<file path="config.mk">
export PLATFORM = sky130hd
export DESIGN_NAME = i2s_tx_ctrl
export DESIGN_NICKNAME = d
export VERILOG_FILES = /design/src/rtl/i2s_tx_ctrl.sv
export SDC_FILE = /design/constraint.sdc
export NUM_CORES = 1
export LEC_CHECK = 0
export BUFFER_PORTS_ARGS = -buffer_cell sky130_fd_sc_hd__buf_2
export CORE_MARGIN = 5
export CORE_UTILIZATION = 53
export DETAILED_ROUTE_END_ITERATION = 8
export GPL_TIMING_DRIVEN = 0
export HOLD_SLACK_MARGIN = 0.15
export PLACE_DENSITY = 0.73
export SYNTH_ARGS = -nofsm -noshare
export SYNTH_HDL_FRONTEND = slang
export SYNTH_SLANG_ARGS = --single-unit
</file>
<file path="constraint.sdc">
create_clock -name clk_i -period 5.9 [get_ports clk_i]
set_input_delay 0.295 -clock clk_i [delete_from_list [all_inputs] [get_ports clk_i]]
set_output_delay 0.295 -clock clk_i [all_outputs]
set_load 0.005 [all_outputs]
</file>
<file path="src/rtl/i2s_tx_ctrl.sv">
`timescale 1ns/1ps
// I2S transmit sequencer: sclk divider, frame/slot sequencing and a stereo sample FIFO.
// Optional macro I2S_HOLD_LAST_EN: on underrun hold the last pair instead of outputting silence.
module i2s_tx_ctrl #(
    parameter int WIDTH = 16,
    parameter int DIV   = 4,
    parameter int DEPTH = 4
) (
    input  logic                     clk_i,
    input  logic                     rst_i,
    input  logic                     en_i,
    input  logic                     sample_valid_i,
    output logic                     sample_ready_o,
    input  logic [WIDTH-1:0]         left_i,
    input  logic [WIDTH-1:0]         right_i,
    output logic                     sclk_o,
    output logic [WIDTH-1:0]         leftChan_o,
    output logic [WIDTH-1:0]         rightChan_o,
    output logic                     frame_o,
    output logic                     underrun_o,
    output logic [$clog2(DEPTH):0]   level_o
);
    localparam int DW = (DIV > 1) ? $clog2(DIV) : 1;
    localparam int SW = $clog2(2 * WIDTH);
    localparam int PW = $clog2(DEPTH);
    localparam int LW = PW + 1;
    localparam logic [DW-1:0] DIV_MAX   = DW'(DIV - 1);
    localparam logic [SW-1:0] SLOT_LAST = SW'(2 * WIDTH - 1);
    localparam logic [SW-1:0] SLOT_POP  = SW'(WIDTH - 1);
    localparam logic [LW-1:0] LVL_FULL  = LW'(DEPTH);

    typedef enum logic [1:0] {IDLE = 2'd0, RUN = 2'd1, STOP = 2'd2} state_e;

    state_e               state_q, state_d;
    logic [DW-1:0]        div_q, div_d;
    logic [SW-1:0]        slot_q, slot_d;
    logic                 sclk_q, sclk_d;
    logic                 frame_q, frame_d;
    logic                 pop_q, pop_d;
    logic                 fall;

    logic [2*WIDTH-1:0]   mem_q [DEPTH];
    logic [PW-1:0]        wr_q, wr_d, rd_q, rd_d;
    logic [LW-1:0]        level_q, level_d;
    logic [WIDTH-1:0]     left_q, left_d, right_q, right_d;
    logic                 underrun_q, underrun_d;
    logic                 push, pop_hit, pop_miss;

    always_comb begin
        state_d = state_q;
        div_d   = div_q;
        slot_d  = slot_q;
        sclk_d  = sclk_q;
        fall    = 1'b0;
        if (state_q != IDLE) begin
            if (div_q == DIV_MAX) begin
                div_d  = '0;
                sclk_d = ~sclk_q;
                if (sclk_q) begin
                    fall   = 1'b1;
                    slot_d = (slot_q == SLOT_LAST) ? '0 : slot_q + 1'b1;
                end
            end else begin
                div_d = div_q + 1'b1;
            end
        end
        frame_d = fall && (slot_d == '0);
        pop_d   = fall && (slot_d == SLOT_POP);
        case (state_q)
            IDLE:    if (en_i) state_d = RUN;
            default: begin
                // Stopping only on the fall into the last slot keeps slot alignment for the next start.
                if (en_i)                             state_d = RUN;
                else if (fall && slot_d == SLOT_LAST) state_d = IDLE;
                else                                  state_d = STOP;
            end
        endcase
    end

    assign sample_ready_o = (level_q < LVL_FULL);
    assign push           = sample_valid_i && sample_ready_o;
    assign pop_hit        = pop_q && (level_q != '0);
    assign pop_miss       = pop_q && (level_q == '0);

    always_comb begin
        wr_d       = push ? wr_q + 1'b1 : wr_q;
        rd_d       = pop_hit ? rd_q + 1'b1 : rd_q;
        level_d    = level_q;
        left_d     = left_q;
        right_d    = right_q;
        underrun_d = pop_miss;
        if (push && !pop_hit)      level_d = level_q + 1'b1;
        else if (pop_hit && !push) level_d = level_q - 1'b1;
        if (pop_hit) begin
            {left_d, right_d} = mem_q[rd_q];
        end else if (pop_miss) begin
`ifdef I2S_HOLD_LAST_EN
            left_d  = left_q;
            right_d = right_q;
`else
            left_d  = '0;
            right_d = '0;
`endif
        end
    end

    always_ff @(posedge clk_i) begin
        if (push) mem_q[wr_q] <= {left_i, right_i};
    end

    always_ff @(posedge clk_i or negedge rst_i) begin
        if (!rst_i) begin
            state_q    <= IDLE;
            div_q      <= '0;
            slot_q     <= SLOT_LAST;
            sclk_q     <= 1'b0;
            frame_q    <= 1'b0;
            pop_q      <= 1'b0;
            wr_q       <= '0;
            rd_q       <= '0;
            level_q    <= '0;
            left_q     <= '0;
            right_q    <= '0;
            underrun_q <= 1'b0;
        end else begin
            state_q    <= state_d;
            div_q      <= div_d;
            slot_q     <= slot_d;
            sclk_q     <= sclk_d;
            frame_q    <= frame_d;
            pop_q      <= pop_d;
            wr_q       <= wr_d;
            rd_q       <= rd_d;
            level_q    <= level_d;
            left_q     <= left_d;
            right_q    <= right_d;
            underrun_q <= underrun_d;
        end
    end

    assign sclk_o      = sclk_q;
    assign frame_o     = frame_q;
    assign underrun_o  = underrun_q;
    assign leftChan_o  = left_q;
    assign rightChan_o = right_q;
    assign level_o     = level_q;

endmodule

</file>
==> results of run 1 <==
## timing repair
item,CTS,global route
hold buffers,33,1
endpoints found under the hold margin,130,47
resized for setup,0,0
## how the worst max path moves through the flow
stage | cells after the start | to | from | slack [ns]
5_1_grt | 7 | pop_q | slot_q[0] | 3.56
3_3_place_gp | 3 | mem_q[2][20] | level_o[2] | 3.23
4_1_cts | 7 | pop_q | slot_q[0] | 3.68
6_report | 7 | pop_q | slot_q[0] | 3.68
2_1_floorplan | 7 | pop_q | slot_q[0] | 3.87
3_5_place_dp | 7 | pop_q | slot_q[0] | 3.70
## flip-flops by register name, indices dropped and copies added, names as in the netlist
| signal | flops |
|---|---|
| level_o | 3 |
| sclk_o | 1 |
| wr_q | 2 |
| underrun_o | 1 |
| leftChan_o | 16 |
| state_q | 2 |
| frame_o | 1 |
| div_q | 2 |
| pop_q | 1 |
| mem_q | 128 |
| slot_q | 5 |
| rd_q | 2 |
| rightChan_o | 16 |
## critical path: stages, from the launching register on
cell      delay (ns)
dfstp_2         0.60
ha_1            0.22
and3_1          0.18
ha_1            0.23
nor2_1          0.07
and4bb_2        0.22
or3_4           0.38
and4_1          0.21
## kinds of logic after synthesis
group                    after synthesis
AND/OR/NAND/NOR                       29
AO/OA/AOI/OAI                         45
multiplexers                          35
flip-flops                           180
adder cells (fa/ha/maj)                9
buffers and inverters                 24
XOR/XNOR                               7
## Yosys cell counts, types with 2 or more instances
master,n
edfxtp_1,128
dfrtp_1,47
a22o_1,32
mux4_2,32
clkbuf_1,10
ha_1,8
inv_1,7
nor2_1,7
o21ai_0,6
xnor2_1,6
dfstp_2,5
and2_1,4
buf_6,4
nand2_1,4
buf_2,3
mux2_2,3
nor3_1,2
nor4_1,2
## cell type report
type / instances / area share
multi-input combinational: 125 / 0.180
timing repair buffer: 109 / 0.0884
sequential: 180 / 0.614
buffer: 17 / 0.0116
clock inverter: 11 / 0.0206
inverter: 7 / 0.00313
tap: 172 / 0.0257
clock buffer: 21 / 0.0563
## per-stage QoR
step           instances  cell area [um^2]
6_report             642              8380
5_1_grt              642              8380
4_1_cts              641              8370
3_5_place_dp         576              7400
3_3_place_gp         575              7360
2_1_floorplan        329              6780
## power groups by stage
stage          combinational (uW)  clock (uW)  sequential [uW]
5_1_grt                       401        1280             1630
4_1_cts                       367        1220             1620
3_3_place_gp                  322           0             1630
2_1_floorplan                 219           0             1620
6_report                      356        1210             1620
3_5_place_dp                  348           0             1640
## layer usage
metal / track usage / vias to the layer above
li1: - / 1580
met1: 0.250 / 1842
met2: 0.294 / 108
met3: 0.0531 / 14
met4: 0.0692 / 0
met5: 0 / -
==> results by group, run 1 <==
Route
  – Top layer reached by signal wires: met4
  – Vias: 3544
  – Final ANT Viol Nets: 0
  – DR iter-0 viols: 217
  – Metal2 WL: 6350 um
  – DRT Pass-1 Iters: 5
  – Routed length on met1: 5520 um
  – DR WL/cell: 19.7 um
  – Routed Wire Length: 12700 um
  – Drt via density: 5.52
  – # DRC: 0
  – Met3 wire len: 650 um

Floorplan
  – Die span in y: 123 um
  – FP Rows: 41
  – DIE WIDTH: 123 um
  – Core Box Area: 0.0126 mm^2
  – Num ports: 75
  – Initial Utilization: 0.539
  – Die area: 0.0151 mm^2

Clock network
  – H-tree level count: 4
  – CTS clk-pin slew, worst paths: 0.06 ns
  – Clock buffer depth: 2
  – CTS buffer count: 17
  – CTS root buf: clkbuf_16
  – Post-CTS setup buffer count: 0
  – Number of clock sinks: 180
  – CTS tree: yes
  – Clock Latency Late Sink: 0.43 ns

Yosys
  – Netlist cell types: 37
  – Synth Area in XOR/XNOR: 0.00905
  – Post-synthesis cell type with the largest combined area: edfxtp_1
  – Main area contributors after synthesis: edfxtp_1, dfrtp_1, mux4_2, a22o_1, dfstp_2
  – Number of synthesized register bits: 180
  – Post-synthesis sequential area ratio: 0.760
  – Synth Area in Adders: 0.0177
  – Synth Area in Compound Gates: 0.0583
  – Mux cell area share after synthesis: 0.111
  – Largest family of logic cells by synthesized area: multiplexers
  – Synthesized area per cell: 20.6 um^2
  – Dominant synthesized flop cell: edfxtp_1
  – Synth top area share: 0.567
  – Yosys synthesis warning count: 0
  – Post-synth ARST share: 0.289
  – Simple-Gate Fraction of Synth Area: 0.0253
  – Syn Std Cell Area: 0.00678 mm^2
  – Synthesized net count: 374
  – Synthesized instance count: 329
  – Number of flops mapped to enable cells by yosys: 128

STA
  – Max Freq: 451 MHz
  – Fin crit period: 2.22 ns
  – Fin crit share: 0.376
  – Slew Viols, Final: 0
  – Clock skew: 0.00956 ns
  – Rel. slew slack: 0.390
  – Setup TNS: 0 ns
  – Hold Vio Cnt, Final: 0
  – Worst Max-Slew Pin Slew: 0.914 ns
  – Final WS setup: 3.68 ns
  – RSZ-0062 raised after global routing: false
  – Worst hold slack: 0.464 ns
  – Final setup viols: 0

Power
  – Psw: 734 uW
  – Power Total: 3180 uW
  – Max VDD drop: 0.000292 V
  – Int Pwr: 2450 uW
  – Cell Pwr Density: 379 mW/mm^2
  – Clock Power Share: 0.380
  – Sw Share: 0.231
  – Seq pwr share: 0.508
  – Combinational share of power: 0.112
  – Lkg Pwr: 0.00321 uW

Setup path
  – Crit. End Element: flip-flop
  – Critical path required time: 6.21 ns
  – R2R depth: 7
  – R2R Path End: pop_q
  – CP Max Fanout: 9
  – CP arrival: 2.53 ns
  – CP Class: flip-flop to flip-flop
  – Crit start category: flip-flop
  – R2r setup slk: 3.68 ns
  – Reg2reg start: slot_q[0]

Finish
  – Inserted Diodes: 0
  – Number of fill cells in the layout: 843
  – Multi-input gate area: 0.00151 mm^2
  – Ratio of cells with drive above 1 in the final layout: 0.353
  – Post-Route Utilization: 0.667
  – Fin nets: 502
  – Register area: 0.00515 mm^2
  – Most common cell after layout, fill and taps aside: edfxtp_1
  – Area Growth Syn to Fin: 23.7%
  – Most frequent cells in the layout: edfxtp_1, buf_2, dfrtp_1

Global routing
  – Gr ovfl total: 0
  – Largest net degree at the start of global routing: 53
  – Vias in the first global route: 3789
  – First-pass GRT wire length: 20400 um
  – GRT Total Usage: 0.186
  – Initial antenna violation count: 0

Flow run
  – Max-cap violations: 0

Min path
  – Critical hold path startpoint: sample_valid_i
  – Worst hold path type: input port to flip-flop
  – Hold EP: wr_q[0]
  – Worst Hold Depth: 4

Run status
  – Status: finished, final reports clean

Placement
  – Pre-CTS WS: 3.70 ns
  – RD Place Congestion: 0.754
  – Post-DP HPWL: 7350 um
  – Buffers on Ports: 74
Power figures use the tool's default switching activity.
==> run 2: changes to the inputs <==
--- a/config.mk
+++ b/config.mk
@@ -5,6 +5,7 @@
 export SDC_FILE = /design/constraint.sdc
 export NUM_CORES = 1
 export LEC_CHECK = 0
+export ABC_AREA = 1
 export BUFFER_PORTS_ARGS = -buffer_cell sky130_fd_sc_hd__buf_2
 export CORE_MARGIN = 5
 export CORE_UTILIZATION = 53
==> constraint.sdc (replaced) <==
create_clock -name clk_i -period 2.05 [get_ports clk_i]
set_input_delay 0.1025 -clock clk_i [delete_from_list [all_inputs] [get_ports clk_i]]
set_output_delay 0.1025 -clock clk_i [all_outputs]
set_load 0.005 [all_outputs]
==> run 2 against run 1 <==
Against the previous run:
- power rose to 2.8 times the previous value
- largest power group unchanged
- largest cell class unchanged
- clock power rose to 2.6 times the previous value
- final cell count rose by 43%
- critical path type unchanged
- critical endpoint is now level_o[1]
==> results by group, run 2 <==
Clock network
  – CTS clk-pin slew, worst paths: 0.06 ns
  – Clock Latency Late Sink: 0.43 ns
  – H-tree level count: 4
  – CTS root buf: clkbuf_16
  – Number of clock sinks: 180
  – CTS tree: yes
  – CTS buffer count: 17
  – Clock buffer depth: 2

STA
  – Hold Vio Cnt, Final: 0
  – Rel. slew slack: 0.522
  – Clock skew: 0.0114 ns
  – Fin crit share: 0.920
  – Fin crit period: 1.89 ns
  – Worst Max-Slew Pin Slew: 0.716 ns
  – Max Freq: 530 MHz
  – Slew Viols, Final: 0
  – RSZ-0062 raised after global routing: false
  – Worst hold slack: 0.286 ns
  – Final setup viols: 0

Route
  – # DRC: 0
  – DRT Pass-1 Iters: 4
  – Drt via density: 5.17
  – Routed Wire Length: 15600 um
  – Vias: 4755
  – DR WL/cell: 16.9 um
  – DR iter-0 viols: 340
  – Final ANT Viol Nets: 0

Yosys
  – Number of flops mapped to enable cells by yosys: 128
  – Most frequent cell after synthesis: nand2_1
  – Syn Std Cell Area: 0.00713 mm^2
  – Dominant synthesized flop cell: edfxtp_1
  – Synthesized instance count: 598
  – Synthesized net count: 643
  – Netlist cell types: 24
  – Yosys synthesis warning count: 0
  – Synth top area share: 0.539
  – Post-synth ARST share: 0.289
  – Post-synthesis sequential area ratio: 0.723
  – Main area contributors after synthesis: edfxtp_1, dfrtp_1, nand2_1, nand3_1, inv_1
  – Number of synthesized register bits: 180
  – Synthesized area per cell: 11.9 um^2
  – Post-synthesis cell type with the largest combined area: edfxtp_1
  – Synth top cells by count: nand2_1, edfxtp_1, nand3_1

Power
  – Max VDD drop: 0.000737 V
  – Lkg Pwr: 0.00383 uW
  – Seq pwr share: 0.519
  – Sw Share: 0.256
  – Combinational share of power: 0.137
  – Psw: 2310 uW
  – Clock Power Share: 0.345
  – Cell Pwr Density: 1030 mW/mm^2
  – Int Pwr: 6700 uW

Finish
  – Post-Route Utilization: 0.666
  – Fin nets: 776
  – Reg with most FFs: mem_q
  – Most common cell after layout, fill and taps aside: nand2_1
  – Ratio of cells with drive above 1 in the final layout: 0.203
  – Most frequent cells in the layout: nand2_1, edfxtp_1, buf_2
  – Area Growth Syn to Fin: 23.3%
  – Inserted Diodes: 0
  – Max reg flops: 128
  – Cell area after layout: 0.00879 mm^2

Global routing
  – Initial antenna violation count: 0
  – Largest net degree at the start of global routing: 53
  – GRT Total Usage: 0.209
  – Vias in the first global route: 5059
  – First-pass GRT wire length: 25800 um
  – Gr ovfl total: 0

Setup path
  – CP Class: flip-flop to flip-flop
  – Crit. End Element: flip-flop
  – CP Max Fanout: 10
  – Crit start category: flip-flop
  – CP dominant cell by count: inv_1
  – Crit-path slowest cell: dfrtp_1
  – Delay of the slowest cell on the worst path: 0.42 ns
  – Crit path cell chain: inv_1 > a31oi_4 > buf_6 > inv_1 > ha_1 > inv_1 > fa_1 > nor2_1 > a21oi_1
  – Critical path required time: 2.36 ns
  – CP arrival: 2.19 ns
  – R2r setup slk: 0.16 ns

Floorplan
  – Num ports: 75
  – Core Box Area: 0.0132 mm^2
  – Initial Utilization: 0.540
  – DIE WIDTH: 126 um
  – FP Rows: 42
  – Die span in y: 126 um
  – Die area: 0.0159 mm^2

Flow run
  – Max-cap violations: 0

Placement
  – RD Place Congestion: 0.746
  – Post-DP HPWL: 9990 um
  – Buffers on Ports: 74
  – Placed cell areas: 0.00785 mm^2

Min path
  – Worst hold path type: input port to async pin

Run status
  – Status: finished, final reports clean
## run 2: cell types whose count changed in the layout (fill, tap and decap cells not counted), sizes merged, moves of 30 or more
cell / change
a21oi: +34
a22o: -32
inv: +53
mux4: -32
nand2: +149
nand3: +68
o21ai: +30
## run 2: per-layer routing
| metal | vias to the layer above | track usage | share of wire |
|---|---|---|---|
| li1 | 2281 | - | - |
| met1 | 2312 | 0.266 | 0.41 |
| met2 | 146 | 0.358 | 0.52 |
| met3 | 16 | 0.0432 | 0.055 |
| met5 | - | 0 | 0 |
| met4 | 0 | 0.0732 | 0.011 |
## run 2: repair_timing
| item | in CTS | in global routing |
|---|---|---|
| pin swaps | 1 | 0 |
| setup endpoints to repair | 2 | 2 |
| hold endpoints to repair | 178 | 0 |
| resized for setup | 1 | 3 |
| hold buffers | 35 | 0 |
| setup buffers | 1 | 0 |
## run 2: final cells by class
type | count | area (um^2)
inverters | 58 | 218
flip-flops and latches | 180 | 5150
clock inverters | 11 | 100
repair buffers | 114 | 833
multi-input cells | 333 | 1640
plain buffers | 27 | 153
fillers | 945 | 4400
well taps | 176 | 220
clock buffers | 21 | 470
## run 2: path summary, 6_finish.rpt
| path | start | to | cells past startpoint |
|---|---|---|---|
| worst max-delay path | level_o[1] | level_o[1] | 9 |
| worst min-delay path | rst_i | level_o[0] | 2 |
| worst max register to register | level_o[1] | level_o[1] | 9 |
| worst min register to register | leftChan_o[3] | leftChan_o[3] | 2 |
| max in group asynchronous | rst_i | level_o[0] | 2 |
| min in group clk_i | en_i | state_q[0] | 3 |
## run 2: critical path, delay by kind of cell, from the launching register on
| kind | cells | cell delay [ns] |
|---|---|---|
| fa+ha+maj | 2 | 0.58 |
| buf+inv | 4 | 0.43 |
| flops | 1 | 0.42 |
| simple gates | 1 | 0.11 |
| compound gates | 2 | 0.23 |
## run 2: power by group through the flow
stage,Sequential (uW),Combinational [uW],Clock (uW)
after floorplan,4720,669,0
after global placement,4750,963,0
after detailed placement,4750,1180,0
after CTS,4670,1240,3150
after global routing,4720,1390,3310
final,4670,1230,3110
## run 2: kinds of logic (layout without fill, tap and decap cells)
logic type | after synthesis | after routing | share of synthesized area
AND/OR/NAND/NOR | 246 | 246 | 0.148
flip-flops | 180 | 180 | 0.723
buffers and inverters | 85 | 231 | 0.0520
AO/OA/AOI/OAI | 73 | 73 | 0.0542
adder cells (fa/ha/maj) | 9 | 9 | 0.0169
XOR/XNOR | 5 | 5 | 0.00614
## run 2: metrics by stage
step / cells / setup TNS [ns] / setup slack (ns) / total power [uW]
3_3_place_gp: 848 / -193.16 / -1.61 / 5710
5_1_grt: 920 / 0 / 0.00999 / 9420
3_5_place_dp: 852 / -0.139 / -0.0873 / 5930
6_report: 920 / 0 / 0.164 / 9010
2_1_floorplan: 598 / -58.89 / -0.460 / 5390
4_1_cts: 920 / 0 / 0.0490 / 9070
